[config.mk]
export PLATFORM = sky130hd
export DESIGN_NAME = vga_sync_decoder
export DESIGN_NICKNAME = d
export VERILOG_FILES = /design/src/rtl/vga_timing_pkg.sv /design/src/rtl/vga_edge_sampler.sv /design/src/rtl/vga_sync_decoder.sv
export SDC_FILE = /design/constraint.sdc
export NUM_CORES = 1
export LEC_CHECK = 0
export ABC_AREA = 1
export BUFFER_PORTS_ARGS = -buffer_cell sky130_fd_sc_hd__buf_2
export CAP_MARGIN = 20
export CORE_UTILIZATION = 33
export CTS_CLUSTER_DIAMETER = 150
export DETAILED_ROUTE_END_ITERATION = 16
export GPL_ROUTABILITY_DRIVEN = 0
export GPL_TIMING_DRIVEN = 0
export PLACE_DENSITY = 0.56
export SETUP_SLACK_MARGIN = 0.5
export SYNTH_ARGS = -nofsm -noshare
export SYNTH_HDL_FRONTEND = slang
export SYNTH_HIERARCHICAL = 1
export SYNTH_SLANG_ARGS = --single-unit
[constraint.sdc]
create_clock -name CLOCK_50 -period 4.9 [get_ports CLOCK_50]
set_input_delay 0.98 -clock CLOCK_50 [delete_from_list [all_inputs] [get_ports CLOCK_50]]
set_output_delay 0.98 -clock CLOCK_50 [all_outputs]
set_load 0.01 [all_outputs]
[src/rtl/vga_timing_pkg.sv]
// Shared 640x480@60 timing constants and the sync-decoder state encoding.
package vga_timing_pkg;

  localparam int unsigned VGA_H_ACTIVE = 640;
  localparam int unsigned VGA_H_TOTAL  = 800;
  localparam int unsigned VGA_V_ACTIVE = 480;
  localparam int unsigned VGA_V_TOTAL  = 525;

  localparam int unsigned H_CNT_W     = 11;
  localparam int unsigned V_CNT_W     = 10;
  localparam int unsigned COORD_W     = 10;
  localparam int unsigned RGB_W       = 8;
  localparam int unsigned FRAME_CNT_W = 16;
  localparam int unsigned CSUM_W      = 16;

  typedef enum logic [1:0] {
    SEARCH = 2'd0,
    SYNC1  = 2'd1,
    SYNC2  = 2'd2,
    LOCKED = 2'd3
  } sync_state_e;

  // One strobe's worth of sampled sync levels
  typedef struct packed {
    logic hs;
    logic vs;
    logic blank_n;
  } sync_sample_t;

endpackage

[src/rtl/vga_edge_sampler.sv]
// Pixel-strobe generation from VGA_CLK and per-strobe falling/rising edge
// detection of HS, VS and BLANK_N. History resets high (idle-high syncs).
module vga_edge_sampler
  import vga_timing_pkg::*;
(
  input  logic clk,
  input  logic rst_n,
  input  logic vga_clk,
  input  logic hs,
  input  logic vs,
  input  logic blank_n,
  output logic stb_c,
  output logic hs_fall_c,
  output logic vs_fall_c,
  output logic blank_fall_c,
  output logic blank_rise_c
);

  sync_sample_t cur_c;
  sync_sample_t hist_q, hist_d;
  logic         vga_clk_q, vga_clk_d;

  always_comb begin
    cur_c         = '{hs: hs, vs: vs, blank_n: blank_n};
    vga_clk_d     = vga_clk;
    stb_c         = vga_clk & ~vga_clk_q;
    hist_d        = hist_q;
    if (stb_c) hist_d = cur_c;
    // Edges compare this strobe's sample against the previous strobe's
    hs_fall_c     = stb_c & hist_q.hs      & ~cur_c.hs;
    vs_fall_c     = stb_c & hist_q.vs      & ~cur_c.vs;
    blank_fall_c  = stb_c & hist_q.blank_n & ~cur_c.blank_n;
    blank_rise_c  = stb_c & ~hist_q.blank_n & cur_c.blank_n;
  end

  always_ff @(posedge clk) begin
    if (!rst_n) begin
      vga_clk_q <= 1'b1;
      hist_q    <= '1;
    end else begin
      vga_clk_q <= vga_clk_d;
      hist_q    <= hist_d;
    end
  end

endmodule

[src/rtl/vga_sync_decoder.sv]
// Rebuilds pixel coordinates from sampled VGA syncs and verifies geometry.
// Optional active-pixel checksum enabled by `define VGA_DECODER_CHECKSUM_EN.
module vga_sync_decoder
  import vga_timing_pkg::*;
#(
  parameter int unsigned H_ACTIVE = VGA_H_ACTIVE,
  parameter int unsigned H_TOTAL  = VGA_H_TOTAL,
  parameter int unsigned V_ACTIVE = VGA_V_ACTIVE,
  parameter int unsigned V_TOTAL  = VGA_V_TOTAL
) (
  input  logic                   CLOCK_50,
  input  logic                   reset,
  input  logic                   VGA_CLK,
  input  logic                   VGA_HS,
  input  logic                   VGA_VS,
  input  logic                   VGA_BLANK_N,
  input  logic [RGB_W-1:0]       VGA_R,
  input  logic [RGB_W-1:0]       VGA_G,
  input  logic [RGB_W-1:0]       VGA_B,
  output logic [COORD_W-1:0]     x,
  output logic [COORD_W-1:0]     y,
  output logic                   ativo,
  output logic                   pix_valid,
  output logic                   locked,
  output logic                   err_linha,
  output logic                   err_quadro,
  output logic [FRAME_CNT_W-1:0] frame_count,
  output logic [H_CNT_W-1:0]     line_len,
  output logic [CSUM_W-1:0]      checksum
);

  logic stb, hs_fall, vs_fall, blank_fall, blank_rise;

  vga_edge_sampler u_sampler (
    .clk          (CLOCK_50),
    .rst_n        (reset),
    .vga_clk      (VGA_CLK),
    .hs           (VGA_HS),
    .vs           (VGA_VS),
    .blank_n      (VGA_BLANK_N),
    .stb_c        (stb),
    .hs_fall_c    (hs_fall),
    .vs_fall_c    (vs_fall),
    .blank_fall_c (blank_fall),
    .blank_rise_c (blank_rise)
  );

  sync_state_e            state_q, state_d;
  logic [H_CNT_W-1:0]     h_cnt_q, h_cnt_d, h_inc;
  logic [V_CNT_W-1:0]     v_cnt_q, v_cnt_d, v_inc, v_upd;
  logic [COORD_W-1:0]     x_q, x_d, x_inc, y_q, y_d, y_inc, lines_upd;
  logic [H_CNT_W:0]       h_len;
  logic                   ativo_q, ativo_d, pix_valid_q, pix_valid_d;
  logic                   locked_q, locked_d;
  logic                   err_linha_q, err_linha_d, err_quadro_q, err_quadro_d;
  logic [FRAME_CNT_W-1:0] frame_count_q, frame_count_d;
  logic [H_CNT_W-1:0]     line_len_q, line_len_d;
  logic                   line_bad, frame_bad, checking;

  always_comb begin
    state_d       = state_q;
    h_cnt_d       = h_cnt_q;
    v_cnt_d       = v_cnt_q;
    x_d           = x_q;
    y_d           = y_q;
    ativo_d       = ativo_q;
    pix_valid_d   = stb;
    err_linha_d   = err_linha_q;
    err_quadro_d  = err_quadro_q;
    frame_count_d = frame_count_q;
    line_len_d    = line_len_q;

    // Saturating increments keep counters sane under wildly wrong timing
    h_inc = (h_cnt_q == '1) ? h_cnt_q : h_cnt_q + H_CNT_W'(1);
    v_inc = (v_cnt_q == '1) ? v_cnt_q : v_cnt_q + V_CNT_W'(1);
    x_inc = (x_q == '1) ? x_q : x_q + COORD_W'(1);
    y_inc = (y_q == '1) ? y_q : y_q + COORD_W'(1);
    h_len = (H_CNT_W + 1)'(h_cnt_q) + (H_CNT_W + 1)'(1);

    // Same-strobe HS/VS fall: the line is counted before the frame check
    v_upd     = hs_fall ? v_inc : v_cnt_q;
    lines_upd = blank_fall ? y_inc : y_q;

    line_bad  = (hs_fall & (h_len != (H_CNT_W + 1)'(H_TOTAL)))
              | (blank_fall & (x_q != COORD_W'(H_ACTIVE - 1)));
    frame_bad = vs_fall & ((v_upd != V_CNT_W'(V_TOTAL)) |
                           (lines_upd != COORD_W'(V_ACTIVE)));
    checking  = (state_q != SEARCH);

    if (stb) begin
      h_cnt_d = hs_fall ? '0 : h_inc;
      if (hs_fall) begin
        line_len_d = h_len[H_CNT_W] ? '1 : h_len[H_CNT_W-1:0];
        v_cnt_d    = v_inc;
      end
      if (vs_fall) v_cnt_d = '0;
      ativo_d = VGA_BLANK_N;
      if (blank_rise)       x_d = '0;
      else if (VGA_BLANK_N) x_d = x_inc;
      if (blank_fall) y_d = y_inc;
      if (vs_fall)    y_d = '0;
    end

    case (state_q)
      SEARCH: if (vs_fall) state_d = SYNC1;
      SYNC1: begin
        if (line_bad | frame_bad) state_d = SEARCH;
        else if (vs_fall)         state_d = SYNC2;
      end
      SYNC2: begin
        if (line_bad | frame_bad) state_d = SEARCH;
        else if (vs_fall)         state_d = LOCKED;
      end
      LOCKED: begin
        if (line_bad | frame_bad) state_d = SEARCH;
        else if (vs_fall)         frame_count_d = frame_count_q + FRAME_CNT_W'(1);
      end
      default: state_d = SEARCH;
    endcase

    if (checking & line_bad)  err_linha_d  = 1'b1;
    if (checking & frame_bad) err_quadro_d = 1'b1;
    locked_d = (state_d == LOCKED);
  end

  always_ff @(posedge CLOCK_50) begin
    if (!reset) begin
      state_q       <= SEARCH;
      h_cnt_q       <= '0;
      v_cnt_q       <= '0;
      x_q           <= '0;
      y_q           <= '0;
      ativo_q       <= 1'b0;
      pix_valid_q   <= 1'b0;
      locked_q      <= 1'b0;
      err_linha_q   <= 1'b0;
      err_quadro_q  <= 1'b0;
      frame_count_q <= '0;
      line_len_q    <= '0;
    end else begin
      state_q       <= state_d;
      h_cnt_q       <= h_cnt_d;
      v_cnt_q       <= v_cnt_d;
      x_q           <= x_d;
      y_q           <= y_d;
      ativo_q       <= ativo_d;
      pix_valid_q   <= pix_valid_d;
      locked_q      <= locked_d;
      err_linha_q   <= err_linha_d;
      err_quadro_q  <= err_quadro_d;
      frame_count_q <= frame_count_d;
      line_len_q    <= line_len_d;
    end
  end

`ifdef VGA_DECODER_CHECKSUM_EN
  logic [CSUM_W-1:0] acc_q, acc_d, checksum_q, checksum_d;

  // Frame checksum: running R+G+B over active strobes, latched on VS fall
  always_comb begin
    acc_d      = acc_q;
    checksum_d = checksum_q;
    if (stb & VGA_BLANK_N)
      acc_d = acc_q + CSUM_W'(VGA_R) + CSUM_W'(VGA_G) + CSUM_W'(VGA_B);
    if (vs_fall) begin
      checksum_d = acc_q;
      acc_d      = '0;
    end
  end

  always_ff @(posedge CLOCK_50) begin
    if (!reset) begin
      acc_q      <= '0;
      checksum_q <= '0;
    end else begin
      acc_q      <= acc_d;
      checksum_q <= checksum_d;
    end
  end

  assign checksum = checksum_q;
`else
  logic unused_rgb;
  assign unused_rgb = ^{VGA_R, VGA_G, VGA_B};
  assign checksum   = '0;
`endif

  assign x           = x_q;
  assign y           = y_q;
  assign ativo       = ativo_q;
  assign pix_valid   = pix_valid_q;
  assign locked      = locked_q;
  assign err_linha   = err_linha_q;
  assign err_quadro  = err_quadro_q;
  assign frame_count = frame_count_q;
  assign line_len    = line_len_q;

endmodule

# After elaboration in Yosys (flattened, before gate mapping)
# Index checks and enable logic that the tools add are counted.
# totals
input_bits	30
output_inout_bits	68
word_cells	85
ff_bits	79
# classes
n_reduce_logical	7
n_eq_ne	14
add_sub_neg	6
mux	19
bitwise_logic	23
# op_table
op	n
two-way mux 10 bit	9
two-way mux 11 bit	3
adder 10 x 1 -> 10 bit (second input constant)	3
equality test 10 bit (second input constant)	3
inequality test 10 bit (second input constant)	2
adder 16 x 1 -> 16 bit (second input constant)	1
AND 1 bit	14
adder 11 x 1 -> 12 bit (second input constant)	1
two-way mux 2 bit	6
inequality test 12 x 10 -> 1 bit (second input constant)	1
adder 11 x 1 -> 11 bit (second input constant)	1
equality test 11 bit (second input constant)	1
inequality test 10 x 9 -> 1 bit (second input constant)	1
one-hot mux 2 bit (4 select lines)	1
equality test 2 bit (second input constant)	3
NOT 1 bit	6
AND reduction 3 bit	2
inequality test 2 bit (second input constant)	2
AND reduction 2 bit	2
nonzero test 2 bit	2
bitwise OR 1 bit	3
equality test 2 x 1 -> 1 bit (second input constant)	1
zero test 2 bit	1

# Depth between registers and ports, before layout
# Gate-level depths: netlist (run 1).
# depth
depth_word	12
depth_mapped	19
mapped_depth_nobuf	17

# Hierarchy
# Netlist (run 1), hierarchy kept.
# by_module_without_submodules
module	seq_area_each_um2	n_inst	cells_per_inst	area_per_inst_um2
vga_sync_decoder	1501.4	1	658	4388.0
vga_edge_sampler	80.1	1	25	187.7

# Least setup slack after synthesis (run 1)
# Ideal clock, no wire load.
# synth_path
path_type	input to register
from	in VGA_CLK
to	reg frame_count_q[13] (netlist: frame_count[13])
setup_ps	69
path_slack_ps	2053
n_path_buf	2
cell_stages	16
arrival_time_ps	2778
t_required_ps	4831
cell_sequence	nand2_2 nor3_2 buf_2 nand3_2 nor2_2 nand3_1 nand3_1 nand2_1 nor2_2 nand3_2 nor2_4 nand3_2 nor2_4 buf_8 nand2_2 a21oi_2
# synth_between
elab_chain_len	10
word_cells_on_any_way	19
classes_between	eq/ne: 2; mux: 2; bitwise: 14; reduce/logical: 1
# synth_rtl
element	line	rtl
from (decl)	vga_sync_decoder.sv:13	input logic VGA_CLK,
AND 1 bit (*)	vga_edge_sampler.sv:26	stb_c = vga_clk & ~vga_clk_q;
AND 1 bit (*) (2 in series)	vga_edge_sampler.sv:32	blank_fall_c = stb_c & hist_q.blank_n & ~cur_c.blank_n;
net blank_fall	vga_sync_decoder.sv:32	logic stb, hs_fall, vs_fall, blank_fall, blank_rise;
two-way mux 10 bit	n/a	
inequality test 10 x 9 -> 1 bit	vga_sync_decoder.sv:87	(lines_upd != COORD_W'(V_ACTIVE)));
bitwise OR 1 bit	vga_sync_decoder.sv:86	frame_bad = vs_fall & ((v_upd != V_CNT_W'(V_TOTAL)) |
AND 1 bit	vga_sync_decoder.sv:86	
bitwise OR 1 bit (*)	vga_sync_decoder.sv:115	if (line_bad | frame_bad) state_d = SEARCH;
NOT 1 bit (no line) (*)	n/a	
AND reduction 3 bit (no line) (*)	n/a	
to (signal assigned)	vga_sync_decoder.sv:151	frame_count_q <= frame_count_d;
to (decl)	vga_sync_decoder.sv:56	logic [FRAME_CNT_W-1:0] frame_count_q, frame_count_d;
# The timed path passes the listed nets; every way through them passes the cells marked *.
# A chain may end at the register's enable or synchronous reset.

# Worst setup path after layout (run 1)
# layout_path
from	in VGA_CLK
to	reg frame_count_q[7] (netlist: frame_count[7])
# The elaborated chain is that of the path after synthesis.

==> results by group, run 1 <==
Place
  • DP HPWL: 8330 um
  • Cells after DPL: 931
  • IO buf count: 57

Worst setup path
  • CP peak stage delay: roughly 300 ps
  • Slowest CP cell: nor3_1
  • WP data arrival: about 3300 ps
  • Worst r2r src: u_sampler/vga_clk_q
  • Endpoint class of the critical path: flop
  • Startpoint Class: input pin
  • CP required: 5110 ps
  • CP Max Fanout: 10
  • Worst r2r path cells: 16
  • Buf/Inv on CP: 4
  • Critical-path cell list: buf_2 > nand2_2 > nor3_2 > buf_2 > nand3_2 > nor3_1 > nand2_1 > nand2_1 > inv_1 > nor2_1 > nand3_2 > nor2_4 > nand4_2 > buf_2 > nand2_1 > a21oi_2
  • R2R Path End: frame_count[7]
  • Crit path max-delay family: simple AND/OR/NAND/NOR gates
  • Critical path class: in -> reg
  • Flop-to-flop setup slack: 2150 ps

Floorplan
  • Core area: 13400 um2
  • Initial core utilization: ~34%
  • Core Rows: 42
  • # IOs: 98
  • Die W: ~120 um
  • Die area: 14300 um2
  • Die height: approximately 120 um

Power and ir drop
  • PwrDens: about 260 nW/um2
  • VDD IR-drop max: 100 uV
  • Total power: approximately 1.4 mW
  • Pleak: around 2.3 nW

Global route
  • Tot GR Track Use: 16.6%
  • First-pass GRT wire length: 19100 um
  • Total grt overflow: 0
  • Initial antenna violation count: 0
  • Largest net degree at the start of global routing: 14
  • Vias in the first global route: 3992

STA
  • Final setup fails: 0
  • Setup tns final: 0 ps
  • Fmax: between 0.3 and 0.4 GHz
  • Period utilization: between 60% and 70%
  • Hold Fails Final Rpt: 0
  • Relative slew slack: 59.0%
  • Fin Clk Skew: 6.40 ps
  • Worst hold slack: 458 ps
  • Minimum clock period: a little over 3000 ps
  • RSZ-0062 raised after global routing: false
  • Worst slew pin tran: just over 600 ps
  • Max Slew Vio Count: 0

Finish
  • Final Non-Filler Cells: 947
  • Area growth syn-to-layout: 18.8%
  • Layout cell share with drive strength beyond 1: roughly 20%
  • Fin nets: around 800
  • Diodes inserted: 0

Synth
  • Synth Register Bits: 79
  • Yosys top cell by area: dfxtp_1
  • Top-area cell type share of the netlist area: 34.6%
  • Ranking of synthesized cells by area: dfxtp_1, nand2_1, inv_1, nand3_1, a21oi_1
  • Register area share after synthesis: 34.6%
  • Post-Syn Instances: 683
  • Synth warn: 6
  • Count of cell types in the netlist: 42
  • Mapped cell area: ~4600 um2
  • Syn avg cell area: 6.70 um2

Worst hold path
  • Hold Path End: u_sampler/hist_q[2]
  • Min-Delay Path Depth: 2
  • Worst hold start: u_sampler/hist_q[2]
  • Worst Hold Class: reg -> reg

Route
  • Routed Antenna Nets: 0
  • WL/cell: 11.8 um
  • Routed WL: around 11000 um
  • Vias: 4387
  • Vias per cell: about 4.6
  • TritonRoute pass-1 iters: 5
  • Initial DRC count: 254
  • DRC viols: 0

Clock tree
  • Clk sinks: 79
  • Clock Tree Buf Depth: 2
  • Cts bufs inserted: 9
  • Root Buffer: clkbuf_16
  • H-tree depth: 3
  • CTS resizes: 0
  • Clock Pin Slew Worst Setup and Hold Paths: about 60 ps
  • Hold_buf cts: 0
  • CTS tree: yes
  • Worst-Skew Late Latency: between 300 and 400 ps
  • Number of buffers added for setup after CTS: 0

Run status
  • Status: completed

Job
  • Max-cap violations: 0
-- cells by family after synthesis --
logic type / synth area share, %
AND/OR/NAND/NOR: 37.6
AO/OA/AOI/OAI: 11.6
flip-flops: 34.6
other: 0.0820
buffers and inverters: 11.4
adder cells (fa/ha/maj): 1.37
XOR/XNOR: 3.45
-- power breakdown --
group	leakage, nW	switching, mW	total [mW]	internal, mW
sequential	0.637	0.00336	0.650	0.647
clock	0.138	0.274	0.682	0.408
combinational	1.56	0.0443	0.0651	0.0208
total	2.34	0.322	1.40	1.07
-- how the worst max path moves through the flow --
stage	from	to	slack (ps)	depth (start not counted)
floorplan	VGA_CLK	frame_count[13]	2050	16
global placement	VGA_CLK	frame_count[12]	1480	16
detailed placement	VGA_CLK	frame_count[11]	1440	16
CTS	VGA_CLK	frame_count[7]	1780	16
global route	VGA_CLK	locked	1470	16
finish	VGA_CLK	frame_count[7]	1800	16
-- worst min-delay path, cell delays in order, from the launching register on --
cell and delay, ps:
dfxtp_1 330, nand2_1 50, nand3_1 50
-- registers in the layout (all words and copies together), names as in the netlist, 2 cells and up --
name	count
line_len	11
h_cnt_q	11
u_sampler/hist_q	3
frame_count	16
y	10
x	10
state_q	2
v_cnt_q	10
-- metal layers --
metal	vias to the layer above	track usage (%)	share of wire, %	routed length, um
met4	0	7.50	2.3	262
met1	1947	22.4	51	5690
met2	89	25.7	43	4810
met5	-	0	0	0
met3	17	2.80	3.8	423
li1	2334	-	-	-
-- per-stage QoR --
step / instance area, um2 / util (%) / setup WS (ps)
finish: 5440 / 40.6 / 1800
CTS: 5440 / 40.6 / 1780
global route: 5440 / 40.6 / 1470
detailed placement: 5140 / 38.3 / 1440
global placement: 5140 / 38.3 / 1480
floorplan: 4630 / - / 2050
-- cells in the final DEF, fill, tap and decap left out, types with 14 or more instances in the layout --
cell type	instances
a21oi_1	48
buf_2	59
buf_4	17
conb_1	16
dfxtp_1	79
inv_1	79
nand2_1	195
nand2_2	18
nand3_1	58
nor2_1	53
o21ai_0	14
-- cell usage after synthesis, drive strengths merged --
cell,number
a21boi,1
a21oi,58
a221oi,1
a31oi,2
buf,21
clkbuf,12
clkinv,1
conb,1
dfxtp,79
ha,5
inv,82
nand2,213
nand3,64
nand3b,5
nand4,9
nor2,65
nor3,16
nor4,2
nor4b,1
o211a,1
o211ai,1
o21a,2
o21ai,15
o21bai,1
o221a,1
o221ai,5
or2,1
xnor2,8
xor2,10
-- area by class of cell --
type	instances	area, um2
fill	1450	7960
sequential	79	1580
clock inverter	5	57.6
multi-input combinational	503	2530
clock buffer	11	243
timing repair buffer	57	285
buffer	33	209
tap	176	220
inverter	83	312
(Power assumes the default switching activity.)
==> run 2: changes to the inputs <==
ABC_AREA = 0   (was 1)
PLACE_DENSITY = 0.58   (was 0.56)
clock period = 2.7 ns   (was 4.9 ns; I/O delays follow)
==> run 2 against run 1 <==
The flow now finishes with violations (negative setup slack). Clock skew increased by 2.4 ps. Cell count decreased by 11%. First-iteration DRC count increased by 24%. Total power increased by 86%. Synthesized cell count decreased by 18%. Final area increased by 9.9%. Global-route usage increased by 3.0 points. Area after synthesis decreased by 2.8%. Critical path type is now reg -> reg.
==> results by group, run 2 <==
Worst setup path
  • Most frequent CP cell: buf_6
  • Buf/Inv on CP: 3 (was 4)
  • Critical path class: reg -> reg (was in -> reg)
  • Startpoint Class: flop (was input pin)
  • Crit path max-delay family: simple AND/OR/NAND/NOR gates (unchanged)
  • CP Max Fanout: 5 (was 10)
  • Endpoint class of the critical path: flop (unchanged)
  • Crit path depth: 12 (was 16)
  • Worst r2r path cells: 12 (was 16)
  • Critical-path cell list: nand2b_4 > nor3_4 > buf_6 > nand3_4 > nor3_4 > mux2i_1 > and4bb_1 > or4b_4 > buf_6 > buf_6 > or4_4 > a21oi_2 (was buf_2 > nand2_2 > nor3_2 > buf_2 > nand3_2 > nor3_1 > nand2_1 > nand2_1 > inv_1 > nor2_1 > nand3_2 > nor2_4 > nand4_2 > buf_2 > nand2_1 > a21oi_2)
  • Slowest CP cell: or4b_4 (was nor3_1)
  • CP required: 2980 ps (was 5110 ps)
  • CP peak stage delay: 470 ps (was 300 ps)
  • WP data arrival: 3290 ps (was 3310 ps)

Worst hold path
  • Worst Hold Class: in -> reg (was reg -> reg)
  • Min-Delay Path Depth: 2 (unchanged)

STA
  • Worst slew pin tran: 723 ps (was 615 ps)
  • Period utilization: 111%
  • Relative slew slack: 51.4% (was 59.0%)
  • Fmax: between 0.3 and 0.4 GHz
  • Hold Fails Final Rpt: 0 (unchanged)
  • Max Slew Vio Count: 0 (unchanged)
  • RSZ-0062 raised after global routing: true (was false)
  • Final setup fails: 20 (was 0)
  • Minimum clock period: 3010 ps
  • Setup WS post-layout: -310 ps (was 1800 ps)
  • Worst hold slack: 474 ps (was 458 ps)
  • Fin Clk Skew: 8.77 ps (was 6.40 ps)

Finish
  • Diodes inserted: 0 (unchanged)
  • Max FFs per register: 16 (unchanged)
  • Fin nets: 701 (was 801)
  • Commonest non-fill, non-tap cell in the layout: dfxtp_1 (was nand2_1)
  • Multi-input combinational cell area: 2940 um2 (was 2530 um2)
  • Layout cell share with drive strength beyond 1: 32.3% (was 19.5%)
  • Area growth syn-to-layout: 34.4% (was 18.8%)
  • Reg area: 1590 um2 (was 1580 um2)
  • Design area: 5980 um2 (was 5440 um2)
  • Most frequent cells in the layout: dfxtp_1, buf_2, nor2_1 (was nand2_1, inv_1, dfxtp_1)
  • Fillers: 1324 (was 1450)

Run status
  • Status: finished, violations left (was completed)
  • Failing checks: negative setup slack

Synth
  • Count of cell types in the netlist: 63 (was 42)
  • Most frequent cell after synthesis: dfxtp_1 (was nand2_1)
  • Syn avg cell area: 7.97 um2 (was 6.70 um2)
  • Post-Syn Instances: 558 (was 683)
  • Yosys top cell by area: dfxtp_1 (unchanged)
  • Synth Register Bits: 79 (unchanged)
  • Register area share after synthesis: 35.5% (was 34.6%)
  • Synth top cells by count: dfxtp_1, nor2_1, a21oi_1 (was nand2_1, dfxtp_1, inv_1)
  • Top_reg_cell synth: dfxtp_1 (unchanged)
  • Top-area cell type share of the netlist area: 35.5% (was 34.6%)
  • Mapped cell area: 4450 um2 (was 4580 um2)
  • Synth warn: 6 (unchanged)
  • Number of synthesized flops with an enable pin: 0 (unchanged)
  • Ranking of synthesized cells by area: dfxtp_1, a21oi_1, nor2_1, buf_4, o21ai_0 (was dfxtp_1, nand2_1, inv_1, nand3_1, a21oi_1)
  • Async SR Flop Fraction: 0% (unchanged)

Clock tree
  • Clk sinks: 79 (unchanged)
  • Root Buffer: clkbuf_16 (unchanged)
  • Cts bufs inserted: 9 (unchanged)
  • H-tree depth: 3 (unchanged)
  • Clock Pin Slew Worst Setup and Hold Paths: 60 ps (about the same)
  • Hold_buf cts: 0 (unchanged)
  • CTS tree: yes (unchanged)
  • Worst-Skew Late Latency: 350 ps (about the same)
  • Clock Tree Buf Depth: 2 (unchanged)

Global route
  • Vias in the first global route: 4194 (was 3992)
  • Largest net degree at the start of global routing: 13 (was 14)
  • First-pass GRT wire length: 21700 um (was 19100 um)
  • Total grt overflow: 0 (unchanged)
  • Initial antenna violation count: 0 (unchanged)
  • Tot GR Track Use: 19.6% (was 16.6%)

Route
  • Vias: 4569 (was 4387)
  • WL/cell: 16.0 um (was 11.8 um)
  • TritonRoute pass-1 iters: 5 (unchanged)
  • Vias per cell: 5.39 (was 4.63)
  • Routed Antenna Nets: 0 (unchanged)
  • Initial DRC count: 316 (was 254)
  • Routed WL: 13600 um (was 11200 um)
  • DRC viols: 0 (unchanged)

Place
  • DP HPWL: 8850 um (was 8330 um)
  • Area after DPL: 5110 um2 (was 5140 um2)
  • IO buf count: 57 (unchanged)

Floorplan
  • Die height: 118 um (was 120 um)
  • # IOs: 98 (unchanged)
  • Die W: 118 um (was 120 um)
  • Core area: 13200 um2 (was 13400 um2)
  • Core Rows: 42 (unchanged)
  • Die area: 14000 um2 (was 14300 um2)
  • Initial core utilization: 33.7% (was 34.1%)

Power and ir drop
  • Pleak: 2.29 nW (was 2.34 nW)
  • Comb power frac: 5.5% (was 4.7%)
  • Sw Ratio: 22.5% (was 23.1%)
  • PwrDens: 434 nW/um2 (was 257 nW/um2)
  • Cell internal pwr: 2.01 mW (was 1.07 mW)
  • Sequential share of power: 45.4% (was 46.5%)
  • Clock power share: 49.2% (was 48.8%)
  • VDD IR-drop max: 350 uV (was 100 uV)
  • Switching power: 584 uW (was 322 uW)

Job
  • Max-cap violations: 0 (unchanged)
run 2: changes by cell type in the layout (fill, tap and decap cells not counted), moves of 8 or more:
cell      before  now
nand2_2       18    3
and4_1         0    9
buf_4         17   42
and3_1         0    9
or4_4          0    8
a211oi_1       0    9
nand3_1       58   19
o21ai_0       14   26
nand4_1        8   17
nand2_1      195   27
inv_1         79   13
run 2: layout make-up:
class,instances,share of cell area (%)
Multi-Input combinational cell,424,49.1
Sequential cell,79,26.6
Timing Repair Buffer,82,8.12
Buffer,53,6.13
Clock buffer,13,4.52
Tap cell,176,3.68
Inverter,17,1.13
Clock inverter,3,0.670
run 2: kinds of logic (layout without fill, tap and decap cells):
| logic type | Yosys count | count (layout) | share of synthesized area (%) |
|---|---|---|---|
| other cells | 1 | 16 | 0.0843 |
| xor+xnor | 17 | 17 | 3.35 |
| flops | 79 | 79 | 35.5 |
| fa+ha+maj | 5 | 5 | 1.41 |
| simple gates | 221 | 221 | 27.4 |
| compound gates | 159 | 159 | 22.5 |
| mux | 6 | 6 | 1.38 |
| buf+inv | 70 | 168 | 8.30 |
run 2: per-layer routing:
layer	global-route usage [%]	share of wire, %	vias up	wire [um]
met1	25.6	46	2161	6300
met3	5.81	6.3	12	861
met5	0	0	-	0
met4	6.17	1.1	0	148
li1	-	-	2263	-
met2	30.7	46	133	6270
run 2: per-stage QoR:
stage          power, mW  instances  setup WS (ps)  utilization (%)  setup TNS, ps
3_3_place_gp        1.33        806           -776             38.7         -14180
6_report            2.60        847           -310             45.3          -4430
4_1_cts             2.62        843           -333             43.6          -4990
3_5_place_dp        1.33        806           -793             38.7         -14350
2_1_floorplan       1.29        573           -245                -          -2820
5_1_grt             2.69        847           -459             45.3          -7490
run 2: final timing paths:
path                               to  slack [ps]                start
hold / removal    u_sampler/vga_clk_q         470              VGA_CLK
setup reg to reg       frame_count[2]        -310  u_sampler/vga_clk_q
setup / recovery       frame_count[2]        -310  u_sampler/vga_clk_q
hold reg to reg                 ativo         480                ativo
run 2: power by group through the flow:
stage                     sequential (mW)  clock (mW)  combinational [mW]
after floorplan                      1.20           0              0.0855
after global placement               1.20           0               0.126
after detailed placement             1.20           0               0.127
after CTS                            1.18        1.31               0.136
after global routing                 1.18        1.36               0.155
final                                1.18        1.28               0.142
run 2: what timing repair did:
action	in CTS	in global routing
cloned	3	0
endpoints found under the setup margin	40	47
setup buffers	18	4
resized for setup	44	44
pin swaps	30	22
run 2: worst reg2reg max path: cells and delay by family (launching register included):
family	cells	cell delay [ps]
mux	1	250
simple gates	7	1810
buf+inv	3	430
compound gates	1	140
flops	1	320
==> run 3: changes to the inputs <==
ABC_AREA = 1   (was 0)
SLEW_MARGIN = 10   (was default)
==> run 3 against run 2 <==
The run now ends clean. Sequential share of layout area barely moved. Clock skew fell by 3.9 ps. Critical path depth is 5 higher. Total power up 0.17%. Sequential power is essentially flat. Cell count up 15%. Combinational power is essentially flat. Register-to-register slack improved by 640 ps. Setup slack gained 630 ps. Clock-buffer cell count shrank 1. Wire length is 12% lower. Largest power group unchanged.
==> results by group, run 3 (synthesized netlist as in run 1, its figures left out) <==
Run status
  • Status: completed (was finished, violations left)

Global route
  • Largest net degree at the start of global routing: 13 (unchanged)
  • Total grt overflow: 0 (unchanged)
  • Initial antenna violation count: 0 (unchanged)
  • Tot GR Track Use: 16.6% (was 19.6%)
  • First-pass GRT wire length: 19300 um (was 21700 um)
  • Vias in the first global route: 4058 (was 4194)

Power and ir drop
  • Pleak: 2.63 nW (was 2.29 nW)
  • PwrDens: 432 nW/um2 (was 434 nW/um2)
  • VDD IR-drop max: 259 uV (was 350 uV)
  • Total power: 2.60 mW (about the same)

Route
  • Routed WL: 11900 um (was 13600 um)
  • Vias: 4566 (was 4569)
  • DRC viols: 0 (unchanged)
  • WL/cell: 12.2 um (was 16.0 um)
  • Initial DRC count: 159 (was 316)
  • TritonRoute pass-1 iters: 5 (unchanged)
  • Routed Antenna Nets: 0 (unchanged)
  • Vias per cell: 4.67 (was 5.39)

Finish
  • Multi-input combinational cell area: 2790 um2 (was 2940 um2)
  • Commonest non-fill, non-tap cell in the layout: nand2_1 (was dfxtp_1)
  • Final Util: 44.9% (was 45.3%)
  • Fillers: 1409 (was 1324)
  • Area growth syn-to-layout: 31.6% (was 34.4%)
  • Max FFs per register: 16 (unchanged)
  • Layout cell share with drive strength beyond 1: 28.4% (was 32.3%)
  • Fin nets: 832 (was 701)
  • Final Non-Filler Cells: 978 (was 847)
  • Reg area: 1610 um2 (was 1590 um2)
  • Diodes inserted: 0 (unchanged)
  • Most frequent cells in the layout: nand2_1, inv_1, dfxtp_1 (was dfxtp_1, buf_2, nor2_1)

Worst setup path
  • Startpoint Class: input pin (was flop)
  • CP Max Fanout: 5 (unchanged)
  • Worst Setup SP: VGA_CLK (was u_sampler/vga_clk_q)
  • WP data arrival: 2640 ps (was 3290 ps)
  • Critical-path cell list: buf_2 > nand2_8 > nor3_4 > buf_6 > nand3_4 > nor2_4 > nor2_1 > a21oi_2 > nand2_1 > nor2_2 > nand3_2 > nor2_4 > nand3_2 > nor2_4 > clkbuf_16 > nand2_2 > a21oi_2 (was nand2b_4 > nor3_4 > buf_6 > nand3_4 > nor3_4 > mux2i_1 > and4bb_1 > or4b_4 > buf_6 > buf_6 > or4_4 > a21oi_2)
  • CP required: 2960 ps (was 2980 ps)
  • Worst r2r path cells: 17 (was 12)
  • Endpoint class of the critical path: flop (unchanged)
  • Most frequent CP cell: nor2_4 (was buf_6)
  • Slowest CP cell: nor2_4 (was or4b_4)
  • Crit path max-delay family: simple AND/OR/NAND/NOR gates (unchanged)
  • Worst r2r src: u_sampler/vga_clk_q (unchanged)
  • Critical path class: in -> reg (was reg -> reg)
  • CP peak stage delay: 250 ps (was 470 ps)
  • Buf/Inv on CP: 3 (unchanged)
  • Crit path depth: 17 (was 12)

Worst hold path
  • Worst Hold Class: reg -> reg (was in -> reg)
  • Worst hold start: x[4] (was VGA_CLK)
  • Min-Delay Path Depth: 2 (unchanged)

Floorplan
  • Die W: 120 um (was 118 um)
  • # IOs: 98 (unchanged)
  • Die area: 14300 um2 (was 14000 um2)
  • Core Rows: 42 (unchanged)
  • Die height: 120 um (was 118 um)
  • Initial core utilization: 34.1% (was 33.7%)
  • Core area: 13400 um2 (was 13200 um2)

STA
  • Setup tns final: 0 ps (was -4430 ps)
  • Max Slew Vio Count: 0 (unchanged)
  • Fin Clk Skew: 4.84 ps (was 8.77 ps)
  • Final setup fails: 0 (was 20)
  • Relative slew slack: 53.8% (was 51.4%)
  • Setup WS post-layout: 321 ps (was -310 ps)
  • Minimum clock period: 2380 ps (was 3010 ps)
  • Hold Fails Final Rpt: 0 (unchanged)
  • Worst slew pin tran: 693 ps (was 723 ps)
  • RSZ-0062 raised after global routing: true (unchanged)
  • Period utilization: 88.1% (was 111%)
  • Fmax: 0.420 GHz (was 0.332 GHz)

Place
  • Cells after DPL: 931 (was 806)
  • IO buf count: 57 (unchanged)
  • DP HPWL: 8330 um (was 8850 um)
  • Post-place setup slack: -105 ps (was -793 ps)

Clock tree
  • Clk sinks: 79 (unchanged)
  • Hold_buf cts: 0 (unchanged)
  • Cts bufs inserted: 9 (unchanged)
  • CTS tree: yes (unchanged)
  • Worst-Skew Late Latency: 330 ps (was 350 ps)
  • Root Buffer: clkbuf_16 (unchanged)
  • H-tree depth: 3 (unchanged)
  • Clock Tree Buf Depth: 2 (unchanged)
  • Clock Pin Slew Worst Setup and Hold Paths: 60 ps (about the same)

Job
  • Max-cap violations: 0 (unchanged)
run 3: where the power goes:
group	internal, mW	switching, mW	leakage [nW]
Sequential	1.17	0.00729	0.643
Combinational	0.0525	0.0903	1.84
Clock	0.808	0.469	0.151
Total	2.03	0.567	2.63
run 3: layout make-up:
type | count | area share, %
clock inverters | 4 | 1.16
well taps | 176 | 3.66
inverters | 83 | 5.36
plain buffers | 33 | 3.74
clock buffers | 12 | 3.93
flip-flops and latches | 79 | 26.7
repair buffers | 88 | 9.17
multi-input cells | 503 | 46.3
run 3: stage by stage:
step                      hold WS (ps)  instance area, um2
after floorplan                    429                4700
after global placement             442                5210
after detailed placement           444                5210
after CTS                          460                5730
after global routing               479                6020
final                              458                6020
run 3: what timing repair did:
| action | in CTS | in global routing |
|---|---|---|
| cloned | 2 | 0 |
| pin swaps | 7 | 19 |
| gates resized for setup | 31 | 41 |
| endpoints found under the hold margin | 0 | 0 |
| buffers inserted | 9 | 20 |
| setup endpoints to repair | 21 | 24 |
run 3: final timing paths:
kind / to / slack [ps]
max reg2reg: frame_count[13] / 330
max: frame_count[13] / 320
min: x[4] / 460
min reg2reg: x[4] / 460
run 3: metal layers:
layer / global-route usage [%] / wire length, um
met1: 22.3 / 5770
met5: 0 / 0
met2: 26.8 / 5510
met4: 5.16 / 112
met3: 3.18 / 502
run 3: worst reg2reg max path, cell delays in order (launching register included):
cell	delay (ps)
dfxtp_2	320
inv_4	70
nand2_8	50
nor3_4	110
buf_6	150
nand3_4	130
nor2_4	170
nor2_1	70
a21oi_2	140
nand2_1	100
nor2_2	100
nand3_2	110
nor2_4	120
nand3_2	90
nor2_4	250
clkbuf_16	200
nand2_2	50
a21oi_2	100
